`config.mk`:
```
export PLATFORM = sky130hd
export DESIGN_NAME = baby_nibble_alu_sequencer
export DESIGN_NICKNAME = d
export VERILOG_FILES = /design/src/rtl/baby_nibble_alu_sequencer.sv
export SDC_FILE = /design/constraint.sdc
export NUM_CORES = 1
export LEC_CHECK = 0
export ABC_CLOCK_PERIOD_IN_PS = 3900
export CAP_MARGIN = 20
export CORE_MARGIN = 4
export CORE_UTILIZATION = 53
export CTS_BUF_LIST = sky130_fd_sc_hd__clkbuf_8
export CTS_CLUSTER_SIZE = 20
export DETAILED_ROUTE_END_ITERATION = 10
export MAX_ROUTING_LAYER = met4
export PLACE_DENSITY = 0.92
export SLEW_MARGIN = 20
export SYNTH_ARGS = -nofsm -noshare
export SYNTH_HDL_FRONTEND = slang
export SYNTH_SLANG_ARGS = --single-unit
```
`constraint.sdc`:
```
create_clock -name clk -period 3.9 [get_ports clk]
set_input_delay 0.78 -clock clk [delete_from_list [all_inputs] [get_ports clk]]
set_output_delay 0.78 -clock clk [all_outputs]
set_load 0.01 [all_outputs]
```
`src/rtl/baby_nibble_alu_sequencer.sv`:
```
`timescale 1ns/1ps
// baby_nibble_alu_sequencer
// Nibble-serial controller that feeds one external asynchronous 4-bit full
// adder, LSB nibble first. Each nibble stays on the adder for SETTLE_CYCLES
// clocks, and the sum is then captured in a dedicated CAPTURE cycle. The
// carry is chained from one nibble to the next through a register.
//
// Handshake: start is looked at only in IDLE. busy rises on the accept edge
// and stays high until the final capture edge. At that edge busy falls and
// done rises for exactly one cycle, with result and flags valid. After DONE
// the block is back in IDLE and can take a new start on the next edge.
module baby_nibble_alu_sequencer #(
  parameter int WORD_WIDTH    = 32,
  parameter int SETTLE_CYCLES = 3
) (
  input  logic                  clk,
  input  logic                  reset,
  input  logic                  start,
  input  logic [1:0]            op,
  input  logic [WORD_WIDTH-1:0] operand_a,
  input  logic [WORD_WIDTH-1:0] operand_b,
  output logic                  busy,
  output logic                  done,
  output logic [WORD_WIDTH-1:0] result,
  output logic                  carry_out,
  output logic                  overflow,
  output logic                  negative,
  output logic                  zero,
  output logic [3:0]            adder_a,
  output logic [3:0]            adder_b,
  output logic                  adder_c0,
  input  logic [3:0]            adder_s,
  input  logic                  adder_c4
);

  localparam int NIBBLES = WORD_WIDTH / 4;
  localparam int IW      = (NIBBLES > 1) ? $clog2(NIBBLES) : 1;
  localparam int CW      = $clog2(SETTLE_CYCLES + 1);

  localparam logic [IW-1:0] LAST_IDX    = IW'(NIBBLES - 1);
  localparam logic [CW-1:0] SETTLE_LOAD = CW'(SETTLE_CYCLES);
  localparam logic [1:0]    OP_LOAD     = 2'b11;

  if ((WORD_WIDTH % 4) != 0 || WORD_WIDTH < 4) begin : g_bad_width
    $error("WORD_WIDTH must be a positive multiple of 4");
  end
  if (SETTLE_CYCLES < 1) begin : g_bad_settle
    $error("SETTLE_CYCLES must be at least 1");
  end

  typedef enum logic [1:0] {
    ST_IDLE    = 2'd0,
    ST_PRESENT = 2'd1,
    ST_CAPTURE = 2'd2,
    ST_DONE    = 2'd3
  } state_t;

  state_t                state;
  logic [WORD_WIDTH-1:0] a_word;     // conditioned first operand a'
  logic [WORD_WIDTH-1:0] b_word;     // conditioned second operand b'
  logic                  is_load;
  logic [IW-1:0]         nib_idx;
  logic [IW-1:0]         nib_next;
  logic [CW-1:0]         settle_cnt;

  logic [WORD_WIDTH-1:0] a_sel;
  logic [WORD_WIDTH-1:0] b_sel;
  logic                  cin_sel;
  logic [WORD_WIDTH-1:0] merged;

  assign nib_next = nib_idx + IW'(1);

  // Operand conditioning. SUB and NEG invert b and inject a carry of 1.
  // NEG and LOAD replace a with zero.
  always_comb begin
    a_sel   = op[1] ? '0 : operand_a;
    b_sel   = (op[0] ^ op[1]) ? ~operand_b : operand_b;
    cin_sel = op[0] ^ op[1];
  end

  // Result word as it will look after the current nibble is captured.
  always_comb begin
    merged = result;
    merged[{nib_idx, 2'b00} +: 4] = adder_s;
  end

  // Sequencer FSM. Every output is registered, so the adder drives change
  // only on clock edges and stay stable for the whole settle window.
  // adder_c0 doubles as the carry flip-flop for nibbles after the first.
  always_ff @(posedge clk) begin
    if (reset) begin
      state      <= ST_IDLE;
      a_word     <= '0;
      b_word     <= '0;
      is_load    <= 1'b0;
      nib_idx    <= '0;
      settle_cnt <= '0;
      busy       <= 1'b0;
      done       <= 1'b0;
      result     <= '0;
      carry_out  <= 1'b0;
      overflow   <= 1'b0;
      negative   <= 1'b0;
      zero       <= 1'b0;
      adder_a    <= 4'h0;
      adder_b    <= 4'h0;
      adder_c0   <= 1'b0;
    end else begin
      case (state)
        ST_IDLE: begin
          done <= 1'b0;
          if (start) begin
            a_word     <= a_sel;
            b_word     <= b_sel;
            is_load    <= (op == OP_LOAD);
            result     <= '0;
            nib_idx    <= '0;
            settle_cnt <= SETTLE_LOAD;
            busy       <= 1'b1;
            adder_a    <= a_sel[3:0];
            adder_b    <= b_sel[3:0];
            adder_c0   <= cin_sel;
            state      <= ST_PRESENT;
          end
        end

        ST_PRESENT: begin
          settle_cnt <= settle_cnt - CW'(1);
          if (settle_cnt == CW'(1)) begin
            state <= ST_CAPTURE;
          end
        end

        ST_CAPTURE: begin
          result <= merged;
          if (nib_idx == LAST_IDX) begin
            busy      <= 1'b0;
            done      <= 1'b1;
            carry_out <= adder_c4;
            overflow  <= ~is_load
                         & (a_word[WORD_WIDTH-1] == b_word[WORD_WIDTH-1])
                         & (merged[WORD_WIDTH-1] != a_word[WORD_WIDTH-1]);
            negative  <= merged[WORD_WIDTH-1];
            zero      <= (merged == '0);
            adder_a   <= 4'h0;
            adder_b   <= 4'h0;
            adder_c0  <= 1'b0;
            state     <= ST_DONE;
          end else begin
            nib_idx    <= nib_next;
            settle_cnt <= SETTLE_LOAD;
            adder_a    <= a_word[{nib_next, 2'b00} +: 4];
            adder_b    <= b_word[{nib_next, 2'b00} +: 4];
            adder_c0   <= adder_c4;
            state      <= ST_PRESENT;
          end
        end

        ST_DONE: begin
          done  <= 1'b0;
          state <= ST_IDLE;
        end

        default: state <= ST_IDLE;
      endcase
    end
  end

endmodule
```
After elaboration in Yosys (flattened, before gate mapping). Cells that the tools add are included.

Add/sub/neg operators: 3. Eq/ne operators: 12. Shift-type cells: 4. Mux-type cells: 29. Bitwise gates (word level): 5. Reduce and logical (&&, ||, !) cells: 14.

Operator list (number): $mux W32 (3); $pmux W32 S2 (1); $shiftx A32 B6 Y4 (2); $bwmux W32 (1); $logic_not A32 Y1 (1); $not A32 Y32 (1); $shift A4 B7 Y32 const A (1); $shiftx A4 B7 Y32 (1); $mux W4 (4); $pmux W4 S2 (2); $mux W2 (5); $reduce_and A2 Y1 (5); $reduce_and A3 Y1 (3); $ne A2 B2 Y1 const B (4); $pmux W2 S4 (1); $neg A5 Y7 (1); $eq A2 B2 Y1 const B (3); $mux W3 (2); $pmux W1 S2 (3); $pmux W2 S3 (1); $pmux W3 S2 (1); $mux W1 (5); $eq A2 B1 Y1 const B (2); $reduce_bool A2 Y1 (2); 11 further kinds (12).

Register bits: 119. Input bits: 74. Output and inout bits: 47.

Depth between registers and ports, before layout. Gate-level depths: netlist of the first run.

Depth in word-level cells: 5. Gate-level depth with buffers: 11. Depth with buffers taken out: 8.

Least setup slack after synthesis of the first run. OpenSTA, ideal clock, no wires.

Path type: register to register. From: reg nib_idx[0]. To: reg zero. Setup time: 0.069 ns. Data arrival time: 2.735 ns. Data required time: 3.831 ns. Setup slack: 1.096 ns. Stages on the path, launching flop included: 11. Cell sequence: dfxtp_1 > buf_6 > inv_4 > ha_1 > ha_1 > buf_4 > nor4b_1 > mux2_2 > o21bai_1 > or4bb_1 > o21ai_1.

Word-level cells in the longest chain between the ends: 4. Elaborated cells between the ends (all ways): 7.

RTL lines: from (decl) (RTL line 62) `logic [IW-1:0] nib_idx;`; from (signal assigned) (RTL line 150) `nib_idx <= nib_next;`; $neg A5 Y7 (RTL line 84) `merged[{nib_idx, 2'b00} +: 4] = adder_s;`; $shiftx A4 B7 Y32 / $shift A4 B7 Y32 (equally long branches) (RTL line 84); $bwmux W32 (RTL line 84); $logic_not A32 Y1 (RTL line 144) `zero <= (merged == '0);`; to (signal assigned) (RTL line 144); to (decl) (RTL line 28) `output logic zero,`.

Several ways; a longest one is shown, not always the timed one. A chain may end at the register's enable or synchronous reset.

Worst setup path after layout of the first run.
From: reg nib_idx[1]. To: reg zero.

The elaborated chain is that of the path after synthesis.

==> results of run 1 <==
## metrics by stage
| step | util [%] | power, W |
|---|---|---|
| finish | 70.6 | 0.00408 |
| global route | 70.6 | 0.00427 |
| CTS | 70.5 | 0.00407 |
| detailed placement | 66.3 | 0.00283 |
| global placement | 66.3 | 0.00276 |
| floorplan | - | 0.00239 |
## flip-flops by register name (all words and copies together), names as in the netlist
| name | count |
|---|---|
| busy | 1 |
| adder_a | 4 |
| adder_c0 | 1 |
| b_word | 32 |
| overflow | 1 |
| done | 1 |
| zero | 1 |
| is_load | 1 |
| adder_b | 4 |
| result | 32 |
| state | 2 |
| negative | 1 |
| settle_cnt | 2 |
| a_word | 32 |
| nib_idx | 3 |
| carry_out | 1 |
## per-layer routing
metal | GRT usage, % | vias up
met5 | - | -
met4 | 11.2 | 0
met3 | 6.99 | 47
met2 | 41.4 | 277
met1 | 30.7 | 2465
li1 | - | 2461
## worst max-delay path by stage
stage	from	end	slack (ns)	cells past startpoint
floorplan	nib_idx[0]	zero	1.10	10
global placement	adder_s[2]	zero	0.97	5
detailed placement	start	result[3]	0.93	6
CTS	nib_idx[1]	zero	0.91	8
global route	nib_idx[1]	zero	0.73	8
finish	nib_idx[1]	zero	0.88	8
## power by group
part	switching [W]	internal, W
clock	0.000506	0.000725
combinational	0.000775	0.000536
sequential	0.000131	0.00141
## layout make-up
type / count / area (um^2) / area share [%]
timing repair buffer: 127 / 1270 / 17.4
clock inverter: 13 / 180 / 2.47
inverter: 10 / 40.0 / 0.549
tap: 136 / 170 / 2.33
multi-input combinational: 460 / 2990 / 41.0
clock buffer: 19 / 262 / 3.59
sequential: 119 / 2380 / 32.7
## synth_stat cells, drive strengths merged, types with 3 or more instances
master / number
nor2: 121
o22ai: 5
nand2: 46
a22oi: 20
mux4: 16
nor3: 14
nand2b: 3
ha: 11
buf: 7
nor4: 5
clkbuf: 42
nor2b: 5
nand3b: 32
a21oi: 54
nand4: 5
a211oi: 36
dfxtp: 119
mux2: 4
or4: 5
mux2i: 8
nand3: 3
xnor2: 32
inv: 9
o21ai: 12
## critical path, stage by stage, from the launching register on
cell                       delay (ns)
sky130_fd_sc_hd__dfxtp_1         0.44
sky130_fd_sc_hd__inv_1           0.09
sky130_fd_sc_hd__ha_1            0.22
sky130_fd_sc_hd__ha_1            0.42
sky130_fd_sc_hd__clkinv_1        0.15
sky130_fd_sc_hd__or4_1           0.63
sky130_fd_sc_hd__a221o_1         0.37
sky130_fd_sc_hd__or4_1           0.52
sky130_fd_sc_hd__o21ai_1         0.12
## logic make-up (layout without fill, tap and decap cells)
group           Yosys count  in the layout  share of synthesized area (%)
mux                      28             28                           8.73
buf+inv                  59            169                           4.27
fa+ha+maj                11             11                           2.46
compound gates          140            140                           15.9
xor+xnor                 32             32                           5.00
simple gates            249            249                           21.1
flops                   119            119                           42.5
==> results by stage, run 1 <==
Floorplanning:
- During I/O placement, the number of pins put on the boundary was roughly 120.
- The initial utilization of the core area, before any placement, comes to 54.3%.
- The die is around 110 um tall.
- The floorplan step defined a die boundary enclosing ~0.012 mm^2.
- The number of standard-cell rows in the floorplan is 37.
- The width of the die is ~110 um.
- The area of the core is 0.0103 mm^2.

GRT:
- Global routing used about a quarter of the available tracks across all layers.
- The leftover overflow at the end of global routing is 0.
- The wire length of the first global-routing pass is 25200 um.
- The via count of the first global-routing pass was roughly 5200.
- The initial antenna violation count is 0.
- The maximum number of pins on one net before global-route repair is between 100 and 150.

Cells and area:
- The final antenna diode count is 0.
- The library cells used most frequently in the layout, excluding fill and tap cells, are 121 x sky130_fd_sc_hd__nor2_1, 119 x sky130_fd_sc_hd__dfxtp_1, 119 x sky130_fd_sc_hd__clkdlybuf4s50_1.
- Leaving out fill and tap cells, the most frequent cell in the layout is sky130_fd_sc_hd__nor2_1.
- The final-layout fill cell count is ~740.
- The finished layout holds between 800 and 900 standard cells, fillers aside.
- The share of final-layout standard cells stronger than drive strength 1 is around 8.7%.
- After routing the design area is ~0.0073 mm^2.
- The final layout net count is between 800 and 900.
- The signed area change from the synthesized netlist to the final layout is 30.1%.

Synthesis:
- After synthesis, the largest area contributor takes up roughly 43% of total cell area.
- The number of nets in the synthesized netlist is approximately 720.
- Sequential elements use 42.5% of the synthesized area.
- The number of warning messages in the yosys log is 0.
- The dominant cell type by area after synthesis is sky130_fd_sc_hd__dfxtp_1.
- The cell count after synthesis came out at 638.
- After synthesis the netlist holds a flip-flop and latch count of ~120.
- The mean instance size in the synthesized netlist is slightly below 9 um^2.
- The cell area that synthesis handed to floorplanning was approximately 0.0056 mm^2.
- In this run, synthesis inferred 0 flip-flops with an integrated enable.
- In the post-synthesis netlist, the biggest area contributors are sky130_fd_sc_hd__dfxtp_1 43%, sky130_fd_sc_hd__nor2_1 8.1%, sky130_fd_sc_hd__mux4_2 6.0%.
- For this run, the leading register cell type out of synthesis is sky130_fd_sc_hd__dfxtp_1.
- The share of synthesized flip-flops with an asynchronous set or reset is 0%.
- Yosys mapped the design onto 48 distinct sky130hd cell types.

Timing:
- The number of max-slew violations in the final report was 0.
- Setup total negative slack on the finished layout was measured at 0 ns.
- After layout, the worst path uses slightly below 80% of the clock period.
- The clock period could shrink to slightly above 3 ns.
- The final setup violation count is 0.
- On the final layout, the worst clock skew is around 0.0065 ns.
- For the pin with the worst max-slew slack, the measured transition is ~0.9 ns.
- Based on the critical path, the design can be clocked at up to between 300 and 400 MHz.
- The hold violation count in the final report came to 0.
- Setup repair after global routing left no endpoint under its margin.
- The least setup slack across all paths after layout is 0.884 ns.
- The hold slack is about 0.46 ns.
- The normalized max-slew margin is about two fifths.

Placement:
- The global placement routability congestion is between 0.8 and 0.9.
- The HPWL after detailed placement is 10500 um.
- The count of buffers added on input and output ports is 120.
- Before CTS, the worst setup slack after placement is slightly above 0.9 ns.
- Once placement completed, the tool counted placed cells totaling 852.
- The placed instances occupy a cell area of 0.00684 mm^2.

Clock tree:
- The number of clock buffers inserted by TritonCTS is 17.
- The clock-pin slew on the worst setup and hold paths is about 0.07 ns.
- The number of hold buffers added after CTS was 0.
- The number of levels the H-tree was split into is 4.
- The clock latency on the worst-skew pair is ~0.44 ns.
- The clock passes through at most 2 buffers.
- The number of gates resized after CTS was 0.
- Once the clock tree was built, the setup fixing pass inserted 0 buffers.
- The CTS tree is built.
- CTS placed an instance of sky130_fd_sc_hd__clkbuf_8 at the clock tree root.
- The number of sinks handled by clock tree synthesis is ~120.

Critical path:
- The required arrival time at the worst endpoint is between 4 and 5 ns.
- The cell depth of the worst flop-to-flop path is 8.
- The worst register-to-register path ends at zero.
- The worst register-to-register path begins at nib_idx[1].
- The class of the most critical setup path is reg2reg.
- The worst setup path is launched from a flip-flop.
- Of all nets on the critical path, the largest fanout is 8.
- The worst setup path is captured at a flip-flop.
- The worst reg-to-reg setup slack is 0.88 ns.
- Data arrives at the worst endpoint at between 3 and 4 ns.

Detailed routing:
- The via count is ~5300.
- In the routed design, unresolved DRC markers number 0.
- The number of DRC markers after the initial detailed-route iteration is roughly 480.
- The uppermost layer routed is met4.
- Summed over all layers, the routed wires come to between 15000 and 20000 um.
- The mean number of vias per cell is approximately 5.9.
- The wire length on met3 is around 1300 um.
- After detailed routing, the met2 layer carries 7530 um of wire.
- Once detail routing completed, the nets flagged for antenna violations numbered 0.
- In the final routing, the length of wire on met1 measures 6280 um.
- The first detailed-routing pass ran for 5 iterations.
- The detail-routed net length per standard cell is approximately 18 um.

Worst hold path:
- The worst hold path begins at a_word[22].
- The worst hold path passes through 2 cells.
- The path class of the lowest-slack min-delay path is reg2reg.
- The worst hold path endpoint is a_word[22].

Outcome:
- The run finished with clean final reports.

Power:
- The static leakage is roughly 2.5 nW.
- IR analysis of the VDD net gives a maximum drop of 0.262 mV.
- The total power divided by cell area is 560 mW/mm^2.

Run:
- The number of max-cap violations is 0.
Power figures use the tool's default switching activity.
==> run 2: changes to the inputs <==
Settings changed: ABC_CLOCK_PERIOD_IN_PS 3900 to 3160.
Clock period 3.9 ns to 3.16 ns, I/O delays scaled along.
==> run 2 against run 1 <==
Compared with the run above:
- design area increased by 0.50%
- clock power up 15%
- critical path depth did not move
- fmax up 1.1%
- critical endpoint unchanged
- first-iteration DRC count is 16% lower
- final cell count rose by 1.4%
- sequential cell count did not move
- critical path type unchanged
- clock skew rose by 0.0025 ns
- core utilization up 0.35 points
- highest routed layer unchanged
- register-to-register slack worse by 0.71 ns
==> results by stage, run 2 (synthesized netlist as in run 1, its figures left out) <==
Critical path:
- The reg-to-reg startpoint is nib_idx[1] (unchanged).
- The largest fanout on the critical path is 8 (unchanged).
- The critical path endpoint is zero (unchanged).
- The required arrival time at the worst endpoint is 3.53 ns (was 4.28 ns).
- The signal arrival time at the worst endpoint is 3.35 ns (was 3.40 ns).
- The startpoint type of the worst setup path is a flip-flop (unchanged).
- The worst reg-to-reg setup slack is 0.18 ns (was 0.88 ns).
- The kind of end point of the critical path is a flip-flop (unchanged).
- The capture instance of the worst register-to-register path is zero (unchanged).
- The beginning of the critical path is nib_idx[1] (unchanged).
- The class of the most critical setup path is reg2reg (unchanged).
- The cell depth of the worst flop-to-flop path is 8 (unchanged).

Power:
- The total power divided by cell area is 676 mW/mm^2 (was 560 mW/mm^2).
- The static leakage was 2.54 nW (was 2.51 nW).
- The overall power of the completed layout is 0.00495 W (was 0.00408 W).
- The worst supply voltage drop on vdd is 0.400 mV (was 0.262 mV).

Floorplanning:
- The floorplan die area is 0.0123 mm^2 (unchanged).
- The effective utilization at floorplan is 54.3% (unchanged).
- The number of primary I/O pins is 121 (unchanged).
- The height of the chip is 111 um (unchanged).
- The number of standard-cell rows in the floorplan is 37 (unchanged).
- The width of the die is 111 um (unchanged).
- The area of the core was 0.0103 mm^2 (unchanged).

Clock tree:
- The clock-pin slew on the worst setup and hold paths is 0.07 ns (about the same).
- The number of levels the H-tree was split into was 4 (unchanged).
- The maximum number of buffers from clock root to sink is 2 (unchanged).
- The number of sinks handled by clock tree synthesis is 119 (unchanged).
- The cts-stage hold buffer count is 0 (unchanged).
- The number of buffers inserted by post-CTS setup repair is 0 (unchanged).
- The CTS tree is built (unchanged).
- The clock root buffer is sky130_fd_sc_hd__clkbuf_8 (unchanged).
- The number of clock buffers inserted by TritonCTS is 17 (unchanged).
- The clock latency on the worst-skew pair is 0.44 ns (about the same).

Timing:
- The final critical path time including I/O delays and setup is 2.98 ns (was 3.02 ns).
- The largest clock skew in the final design is 0.00895 ns (was 0.00647 ns).
- The post-route setup TNS came to 0 ns (unchanged).
- The final setup violation count is 0 (unchanged).
- The number of max-slew violations in the final report came to 0 (unchanged).
- Setup repair after global routing missed its margin: no (unchanged).
- The hold violation count in the final report is 0 (unchanged).
- The normalized max-slew margin is 38.6% (was 39.9%).
- The maximum operating frequency is 335 MHz (was 332 MHz).
- The fraction of the cycle the final worst path needs is 94.4% (was 77.3%).
- The pin slew with the least headroom to its limit came to 0.922 ns (was 0.902 ns).

Run:
- The number of max-cap violations was 0 (unchanged).

GRT:
- The via count of the first global-routing pass is 5369 (was 5204).
- The overall track demand over capacity in global routing is 26.3% (was 25.9%).
- The maximum number of pins on one net before global-route repair came to 90 (was 121).
- The leftover overflow at the end of global routing is 0 (unchanged).
- The wire length of the first global-routing pass is 25900 um (was 25200 um).
- The initial antenna violation count was 0 (unchanged).

Placement:
- The global placement routability congestion is 0.919 (was 0.886).
- The instance area at placement is 0.00692 mm^2 (was 0.00684 mm^2).
- The number of buffer cells added on primary ports came to 120 (unchanged).
- The post-DP HPWL is 11100 um (was 10500 um).

Detailed routing:
- The length of the first detailed-routing pass in iterations came to 5 (unchanged).
- The mean number of vias per cell is 5.94 (about the same).
- The via count is 5318 (was 5250).
- The remaining antenna violation count is 0 (unchanged).
- The detail-routed net length per standard cell is 17.6 um (was 17.7 um).
- The number of DRC markers after the initial detailed-route iteration is 397 (was 475).
- The remaining routing DRC violations is 0 (unchanged).
- The total wire length after detailed routing was 15800 um (was 15600 um).

Cells and area:
- The final antenna diode count is 0 (unchanged).
- The signed area change from the synthesized netlist to the final layout is 30.8% (was 30.1%).
- The share of final-layout standard cells stronger than drive strength 1 is 10.3% (was 8.69%).
- Most frequent cells in the layout: 121 x sky130_fd_sc_hd__nor2_1, 119 x sky130_fd_sc_hd__dfxtp_1, 119 x sky130_fd_sc_hd__clkdlybuf4s50_1 (unchanged).
- Top Registers: a_word: 32 flops, b_word: 32 flops, result: 32 flops (unchanged).
- The area of all placed cells without fillers was 0.00733 mm^2 (was 0.00729 mm^2).
- The final layout net count is 832 (was 820).
- The most frequent standard cell in the layout excluding fill and tap cells is sky130_fd_sc_hd__nor2_1 (unchanged).

Worst hold path:
- The path class of the lowest-slack min-delay path is reg2reg (unchanged).

Outcome:
- Run status: completed (unchanged).
[run 2: through the flow]
step | hold slack (ns) | setup WS, ns | std cells | utilization, %
after floorplan | 0.429 | 0.356 | 638 | -
after global placement | 0.435 | 0.332 | 864 | 67.0
after detailed placement | 0.448 | 0.190 | 864 | 67.0
after CTS | 0.458 | 0.142 | 896 | 70.9
after global routing | 0.466 | 0.0478 | 896 | 71.0
final | 0.458 | 0.177 | 896 | 71.0
[run 2: critical path: stages (launching register included)]
cell and delay, ns:
sky130_fd_sc_hd__dfxtp_1 0.46, sky130_fd_sc_hd__inv_1 0.08, sky130_fd_sc_hd__ha_1 0.21, sky130_fd_sc_hd__ha_2 0.40, sky130_fd_sc_hd__clkinv_1 0.11, sky130_fd_sc_hd__or4_1 0.63, sky130_fd_sc_hd__a221o_1 0.35, sky130_fd_sc_hd__or4_1 0.52
sky130_fd_sc_hd__o21ai_1 0.15
[run 2: how the worst min path moves through the flow]
stage | from | slack [ns] | cells past startpoint | to
CTS | a_word[1] | 0.46 | 2 | a_word[1]
finish | carry_out | 0.46 | 2 | carry_out
global placement | a_word[3] | 0.44 | 2 | a_word[3]
floorplan | a_word[0] | 0.43 | 2 | a_word[0]
detailed placement | a_word[1] | 0.45 | 2 | a_word[1]
global route | a_word[17] | 0.47 | 2 | a_word[17]
[run 2: routing by layer]
layer	share of wire [%]	track usage (%)
met5	0	-
met4	2.9	9.61
met3	8.8	7.26
met2	48	42.6
met1	40	31.5
[run 2: power by group]
group          total [W]  switching (W)  internal (W)
combinational    0.00164       0.000964      0.000679
sequential       0.00189       0.000154       0.00174
clock            0.00142       0.000629      0.000791
[run 2: what timing repair did]
action / in CTS / in global routing
endpoints found under the setup margin: 0 / 1
resized for setup: 0 / 1
hold endpoints to repair: 0 / 0
[run 2: layout make-up]
class	instances	area, um^2
clock buffer	18	248
clock inverter	14	158
fill	739	3000
inverter	10	40.0
multi-input combinational	460	2990
sequential	119	2380
tap	136	170
timing repair buffer	139	1340
==> run 3: changes to the inputs <==
Settings changed: ABC_CLOCK_PERIOD_IN_PS 3160 to 3200.
Clock period 3.16 ns to 3.2 ns, I/O delays scaled along.
==> run 3 against run 2 <==
Compared with the run above:
- combinational power about the same
- global-route usage increased by 0.36 points
- worst hold slack got worse by 0.0042 ns
- power decreased by 0.70%
- design area about the same
- sequential power about the same
- critical path type unchanged
- largest power group unchanged
- highest routed layer unchanged
==> results by stage, run 3 (synthesized netlist as in run 1, its figures left out) <==
Detailed routing:
- The via count came to 5323 (was 5318).
- The remaining antenna violation count is 0 (unchanged).
- The total wire length after detailed routing is 16100 um (was 15800 um).
- The remaining routing DRC violations is 0 (unchanged).
- The detail-routed net length per standard cell came to 18.1 um (was 17.6 um).
- The mean number of vias per cell is 5.97 (was 5.94).
- The length of the first detailed-routing pass in iterations is 5 (unchanged).
- The number of DRC markers after the initial detailed-route iteration is 418 (was 397).

GRT:
- The via count of the first global-routing pass was 5160 (was 5369).
- The met3 usage in global routing is 6.88% (was 7.26%).
- The busiest metal layer after global routing was met2 (unchanged).
- The initial antenna violation count came to 0 (unchanged).
- The global-route met2 utilization came to 44.3% (was 42.6%).
- The maximum number of pins on one net before global-route repair came to 121 (was 90).
- The wire length of the first global-routing pass was 25800 um (was 25900 um).
- The leftover overflow at the end of global routing was 0 (unchanged).
- The met1 global-route usage is 30.9% (was 31.5%).
- The overall track demand over capacity in global routing is 26.7% (was 26.3%).

Floorplanning:
- The number of primary I/O pins is 121 (unchanged).
- The area of the core is 0.0103 mm^2 (unchanged).
- The width of the die is 111 um (unchanged).
- The height of the chip is 111 um (unchanged).
- The effective utilization at floorplan is 54.3% (unchanged).
- The floorplan die area is 0.0123 mm^2 (unchanged).
- The number of standard-cell rows in the floorplan came to 37 (unchanged).

Critical path:
- The reg-to-reg startpoint is nib_idx[1] (unchanged).
- The startpoint type of the worst setup path is a flip-flop (unchanged).
- The path length in cells of the critical path is 8 (unchanged).
- The number of buffer and inverter instances along the worst setup path was 2 (unchanged).
- The cell depth of the worst flop-to-flop path is 8 (unchanged).
- The signal arrival time at the worst endpoint is 3.32 ns (was 3.35 ns).
- The capture instance of the worst register-to-register path is zero (unchanged).
- The beginning of the critical path was nib_idx[1] (unchanged).
- Sequence of cells on the critical path: inv_1, ha_1, ha_1, clkinv_1, or4_4, a221o_1, or4_1, o21ai_1 (was inv_1, ha_1, ha_2, clkinv_1, or4_1, a221o_1, or4_1, o21ai_1).
- The largest fanout on the critical path is 8 (unchanged).
- The most prevalent standard cell on the critical path is sky130_fd_sc_hd__ha_1 (was sky130_fd_sc_hd__or4_1).
- The critical path endpoint is zero (unchanged).
- The worst reg-to-reg setup slack was 0.26 ns (was 0.18 ns).
- The kind of end point of the critical path is a flip-flop (unchanged).
- The class of the most critical setup path is reg2reg (unchanged).
- The largest stage delay on the critical path came to 0.57 ns (was 0.63 ns).
- The cell with the largest stage delay on the worst path is sky130_fd_sc_hd__or4_4 (was sky130_fd_sc_hd__or4_1).
- The category of cells accounting for the largest share of critical-path delay is simple AND/OR/NAND/NOR gates (unchanged).
- The required arrival time at the worst endpoint is 3.58 ns (was 3.53 ns).

Clock tree:
- The number of sinks handled by clock tree synthesis is 119 (unchanged).
- The clock-pin slew on the worst setup and hold paths came to 0.07 ns (about the same).
- The CTS tree is built (unchanged).
- The clock latency on the worst-skew pair is 0.44 ns (about the same).
- The clock root buffer is sky130_fd_sc_hd__clkbuf_8 (unchanged).
- The number of levels the H-tree was split into was 4 (unchanged).
- The number of clock buffers inserted by TritonCTS is 17 (unchanged).
- The maximum number of buffers from clock root to sink was 2 (unchanged).

Cells and area:
- The final antenna diode count is 0 (unchanged).
- The most frequent standard cell in the layout excluding fill and tap cells is sky130_fd_sc_hd__nor2_1 (unchanged).
- The share of final-layout standard cells stronger than drive strength 1 is 9.66% (was 10.3%).
- The final-layout fill cell count is 758 (was 739).
- Top Registers: a_word: 32 flops, b_word: 32 flops, result: 32 flops (unchanged).
- Most frequent cells in the layout: 121 x sky130_fd_sc_hd__nor2_1, 119 x sky130_fd_sc_hd__dfxtp_1, 119 x sky130_fd_sc_hd__clkdlybuf4s50_1 (unchanged).
- The final instance count without filler cells is 892 (was 896).
- The signed area change from the synthesized netlist to the final layout is 30.8% (about the same).
- The final layout net count is 828 (was 832).
- The area occupied by multi-input gates is 0.00299 mm^2 (about the same).
- The footprint of the flip-flops and latches was 0.00238 mm^2 (unchanged).

Timing:
- The fraction of the cycle the final worst path needs came to 91.8% (was 94.4%).
- The post-route setup TNS came to 0 ns (unchanged).
- The maximum operating frequency is 340 MHz (was 335 MHz).
- The final setup violation count is 0 (unchanged).
- Setup repair after global routing missed its margin: no (unchanged).
- The hold violation count in the final report is 0 (unchanged).
- The number of max-slew violations in the final report is 0 (unchanged).
- The normalized max-slew margin is 40.0% (was 38.6%).
- The largest clock skew in the final design is 0.00846 ns (was 0.00895 ns).
- The final critical path time including I/O delays and setup is 2.94 ns (was 2.98 ns).
- The hold slack is 0.454 ns (was 0.458 ns).
- The least setup slack across all paths after layout is 0.263 ns (was 0.177 ns).
- The pin slew with the least headroom to its limit is 0.899 ns (was 0.922 ns).

Power:
- The switching power total is 0.00173 W (was 0.00175 W).
- The part of the total power dissipated in sequential elements came to 37.9% (was 38.2%).
- The combinational power share is 33.3% (was 33.2%).
- The total power divided by cell area is 672 mW/mm^2 (was 676 mW/mm^2).
- The switching portion of total power is 35.1% (was 35.3%).
- The internal portion of total power is 0.00319 W (was 0.00321 W).
- The overall power of the completed layout is 0.00492 W (was 0.00495 W).
- The static leakage came to 2.54 nW (about the same).
- The worst supply voltage drop on vdd was 0.370 mV (was 0.400 mV).
- The part of the total power dissipated in the clock network is 28.7% (about the same).

Placement:
- The setup slack at placement is 0.246 ns (was 0.190 ns).
- The post-DP HPWL is 10900 um (was 11100 um).
- The global placement routability congestion is 0.914 (was 0.919).
- The number of buffer cells added on primary ports is 120 (unchanged).
- The number of placed cells counting well taps is 860 (was 864).

Outcome:
- Run status: completed (unchanged).

Worst hold path:
- The path class of the lowest-slack min-delay path is reg2reg (unchanged).

Run:
- The number of max-cap violations is 0 (unchanged).
-- run 3: power by group through the flow --
stage | combinational [W] | clock, W | sequential (W)
2_1_floorplan | 0.00105 | 0 | 0.00187
3_3_place_gp | 0.00151 | 0 | 0.00187
3_5_place_dp | 0.00158 | 0 | 0.00189
4_1_cts | 0.00162 | 0.00143 | 0.00186
5_1_grt | 0.00178 | 0.00149 | 0.00189
6_report | 0.00164 | 0.00141 | 0.00187
-- run 3: layout make-up --
class	instances	share of cell area, %
well taps	136	2.32
inverters	10	0.547
clock buffers	19	3.57
repair buffers	135	18.1
multi-input cells	460	40.8
flip-flops and latches	119	32.5
clock inverters	13	2.12
-- run 3: worst min path at each step --
stage,from,to,slack (ns),cells past startpoint
final,a_word[1],a_word[1],0.45,2
after global routing,a_word[17],a_word[17],0.48,2
after CTS,a_word[0],a_word[0],0.45,2
after detailed placement,a_word[16],a_word[16],0.45,2
after global placement,a_word[0],a_word[0],0.44,2
after floorplan,a_word[0],a_word[0],0.43,2
-- run 3: tightest hold or removal path: stages, from the launching register on --
cell and delay [ns]:
sky130_fd_sc_hd__dfxtp_1 0.31, sky130_fd_sc_hd__nand2_1 0.05, sky130_fd_sc_hd__a21oi_1 0.05
-- run 3: what timing repair did --
item                                   4_1_cts  5_1_grt
hold buffers                                 0        0
endpoints found under the hold margin        0        0
setup endpoints to repair                    0        1
buffers inserted                             0        0
gates resized for setup                      0        1
-- run 3: per-layer routing --
metal	vias up	share of wire, %
li1	2472	-
met1	2545	40
met2	256	50
met3	50	7.6
met4	0	2.7
met5	-	0
-- run 3: through the flow --
step / util [%] / instance area (um^2)
6_report: 70.9 / 7320
3_5_place_dp: 66.8 / 6900
2_1_floorplan: - / 5600
4_1_cts: 70.9 / 7320
3_3_place_gp: 66.8 / 6900
5_1_grt: 70.9 / 7320
==> edit 1: new RTL, settings of run 3 <==
Set the parameter `WORD_WIDTH` to 64 (it was 32).
--- a/src/rtl/baby_nibble_alu_sequencer.sv
+++ b/src/rtl/baby_nibble_alu_sequencer.sv
@@ -12,3 +12,3 @@
 module baby_nibble_alu_sequencer #(
-  parameter int WORD_WIDTH    = 32,
+  parameter int WORD_WIDTH    = 64,
   parameter int SETTLE_CYCLES = 3
Ports: changed (resized operand_a, operand_b and result); port bits go from 121 to 217. No check against the original RTL was run, so the function may have changed too.
==> edit 1 against run 3 <==
  * Count of clock-buffer cells in the layout up 24
  * Largest cell class unchanged
  * Die area grew 83%
  * Total power grew 67%
  * Final area is 88% higher
  * Sequential cell count grew 97
  * Critical path depth shrank 1
  * Synthesized area is 90% higher
  * Largest power group unchanged
  * Combinational power grew 50%
  * Clock skew grew 17 ps
  * Hold slack worse by 2.1 ps
  * Wire length up 110%
  * Setup slack improved by 150 ps
==> edit 1: results (changes against run 3) <==
status: "completed"
synth-seq-area-share_pct: 40.6  # -1.9 points
tightest_slew_ps: 856  # -43.1 ps
hold_slack_ps: 452  # -2.11 ps
via_per_inst: 6.06  # +1.5%
use_met1_pct: 36.1  # +5.2 points
syn_avg_cell_area_um2: 8.66  # -1.4%
pre_cts_ws_ps: 249  # +3.20 ps
placed_cell_area_mm2: 0.0131  # +89%
hold_end: "a_word[35]"
ys_types: 61  # +27%
first_pass_iters: 6  # +1
fin_cells: 1708  # +91%
met3_length_mm: 2.57  # +110%
r2r_end: "overflow"
worstHoldStart: "a_word[35]"
synth_xor_area_share_pct: 5.76  # +0.75 points
clockBufferDepth: 3  # +1
postCtsResizedCells: 0  # unchanged
grt_max_degree: 195  # +61%
drt-met1-wl_mm: 13.3  # +110%
syn-num-nets: 1378  # +91%
grt_use_met3_pct: 4.72  # -2.2 points
gp_congestion: 1.00  # +9.7%
met2_length_mm: 15.8  # +97%
clkPwrFrac_pct: 29.7  # +1.0 points
synthMuxAreaShare_pct: 8.02  # -0.71 points
leakage_nw: 4.81  # +90%
crit_path_max_fanout: 22  # +14
synth_area_leaders: "dfxtp_1 (41%), mux4_2 (6.8%), nor2_1 (6.5%)"
worst_slack_ps: 415  # +153 ps
clk_pin_slew_ps: 60
synth_adder_area_share_pct: 1.17  # -1.3 points
peakVddDrop_uv: 418  # +13%
place_inst: 1644  # +91%
grt_usage_pct: 29.3  # +2.6 points
h-tree-depth: 2  # -2
ys_top_cells_by_count: "dfxtp_1 (216), nor2_1 (183), nand2_1 (118)"
numCtsBuffers: 36  # +19
p_per_area_mw_per_mm2: 595  # -11%
r2r.worst_path.cells: 7  # -1
met2_usage_pct: 47.7  # +3.5 points
p_int_w: 0.00539  # +69%
grt_pass1_wl_mm: 51.5  # +99%
dp_hpwl_mm: 23.5  # +110%
clk-insertion-delay-late_ps: 540  # +100 ps
r2r_start: "nib_idx[2]"
drive_gt1_share_pct: 9.77  # +0.12 points
io_buffers: 216  # +80%
fin_worst_skew_ps: 25.3  # +16.9 ps
grt_pass1_vias: 10000  # +94%
finalWirelength_mm: 33.2  # +110%
synth_compound_area_share_pct: 18.5  # +2.6 points
[edit 1: cell count changes after synthesis, moves of 38 or more]
| cell | delta |
|---|---|
| dfxtp_1 | +97 |
| clkbuf_1 | +38 |
| a211oi_1 | +39 |
| nand3b_1 | +42 |
| nor2_1 | +62 |
| nand2_1 | +72 |
[edit 1: final cells by class]
type                            count  area (um^2)  area share, %
Clock inverter                     21          133          0.961
Inverter                           13         48.8          0.354
Sequential cell                   216         4330           31.4
Tap cell                          265          332           2.40
Timing Repair Buffer              253         2450           17.7
Multi-Input combinational cell    897         5920           42.9
Clock buffer                       43          592           4.29
[edit 1: worst max-delay path, cell delays in order (launching register included)]
cell     delay [ps]
dfxtp_1         800
and2b_2         320
a21oi_2         100
or4_4           570
and2_4          200
or3_1           300
a211o_1         290
a21oi_1         130
==> edit 2: new RTL, settings of run 3 <==
Without the edit above. Encoding of `state_t`: now one-hot (4 bits for 4 states).
--- a/src/rtl/baby_nibble_alu_sequencer.sv
+++ b/src/rtl/baby_nibble_alu_sequencer.sv
@@ -50,7 +50,7 @@
 
-  typedef enum logic [1:0] {
-    ST_IDLE    = 2'd0,
-    ST_PRESENT = 2'd1,
-    ST_CAPTURE = 2'd2,
-    ST_DONE    = 2'd3
+  typedef enum logic [3:0] {
+    ST_IDLE    = 4'b0001,
+    ST_PRESENT = 4'b0010,
+    ST_CAPTURE = 4'b0100,
+    ST_DONE    = 4'b1000
   } state_t;
Function: same outputs for any inputs over 10 cycles, from zero or initial values and one cycle with reset high; not proved beyond that.
==> edit 2 against run 3 <==
  * Sequential cell count increased by 2
  * Setup slack improved by 360 ps
  * Synthesized area increased by 1.9%
  * Final area about the same
  * Die area increased by 1.8%
  * Cell count decreased by 2.4%
  * Wire length decreased by 3.5%
  * Critical path depth increased by 1
  * Critical path type unchanged
Power is not compared: it rests on default switching activity, and its combinational part moved more than twofold at a synthesized area within 25%.
==> edit 2: results (changes against run 3) <==
multi_input_area_share_pct: 41.4  # +0.56 points
met2_length_mm: 7.79  # -2.7%
fin_worst_skew_ps: 8.75  # +0.283 ps
crit_path_max_fanout: 10  # +2
register_area_mm2: 0.00242  # +1.7%
status: "completed"
worstHoldStart: "a_word[25]"
grt_pass1_vias: 5262  # +2.0%
place_inst: 840  # -2.3%
grt_max_degree: 91  # -25%
crit_arrival_ps: 2920  # -400 ps
via_per_inst: 5.98  # +0.22%
inv_count: 7  # -3
ys_top_cells_by_count: "dfxtp_1 (121), nor2_1 (99), nand2_1 (55)"
initialDrtViolationCount: 341  # -18%
hold_end: "a_word[25]"
dp_hpwl_mm: 11.1  # +1.3%
met3_length_mm: 1.21  # -0.82%
grt_usage_pct: 25.2  # -1.5 points
cts.sinks: 121  # +1.7%
reg2reg_slack_ps: 620  # +360 ps
use_met1_pct: 28.9  # -2.0 points
nFillCells: 773  # +2.0%
nClkBuffers: 20  # +1
synth_area_leaders: "dfxtp_1 (42%), nor2_1 (6.5%), mux4_2 (6.3%)"
drive_gt1_share_pct: 10.9  # +1.2 points
r2r.worst_path.cells: 9  # +1
met2_usage_pct: 42.2  # -2.0 points
grt_pass1_wl_mm: 25.0  # -3.4%
final-nonclk-buf-share_pct: 17.7  # -0.46 points
multi_input_cells: 445  # -3.3%
gp_congestion: 0.867  # -5.1%
syn-num-nets: 705  # -2.5%
n_all_buffers: 131  # -3.0%
drt-met1-wl_mm: 6.20  # -3.9%
grt_use_met3_pct: 5.98  # -0.90 points
ys_types: 53  # +10%
==> edit 2: cell types whose count changed in the layout (fill, tap and decap cells not counted), sizes merged, moves of 5 or more <==
cell    delta
o22ai      -5
mux2       +5
a22oi     +17
a21oi     -14
a211oi     -6
mux2i      -5
nand2      +9
nor2      -20
==> edit 2: worst max-delay path: stages (launching register included) <==
cell	delay (ps)
dfxtp_1	400
inv_1	70
ha_1	200
ha_1	410
nor4b_1	380
buf_4	200
mux2i_1	310
nor2b_1	230
nand4_1	100
o31ai_1	210
==> edit 2: stage by stage <==
step	worst slack (ps)	utilization, %	hold WS (ps)
floorplan	139	-	429
global placement	717	66.6	438
detailed placement	648	66.6	442
CTS	634	70.3	460
global route	415	70.3	477
finish	625	70.3	457
==> edit 2: cell families after synthesis <==
kind of cell | synth area share [%]
AND/OR/NAND/NOR | 21.2
AO/OA/AOI/OAI | 16.6
multiplexers | 8.61
XOR/XNOR | 5.06
adder cells (fa/ha/maj) | 1.53
flip-flops | 42.4
buffers and inverters | 4.56
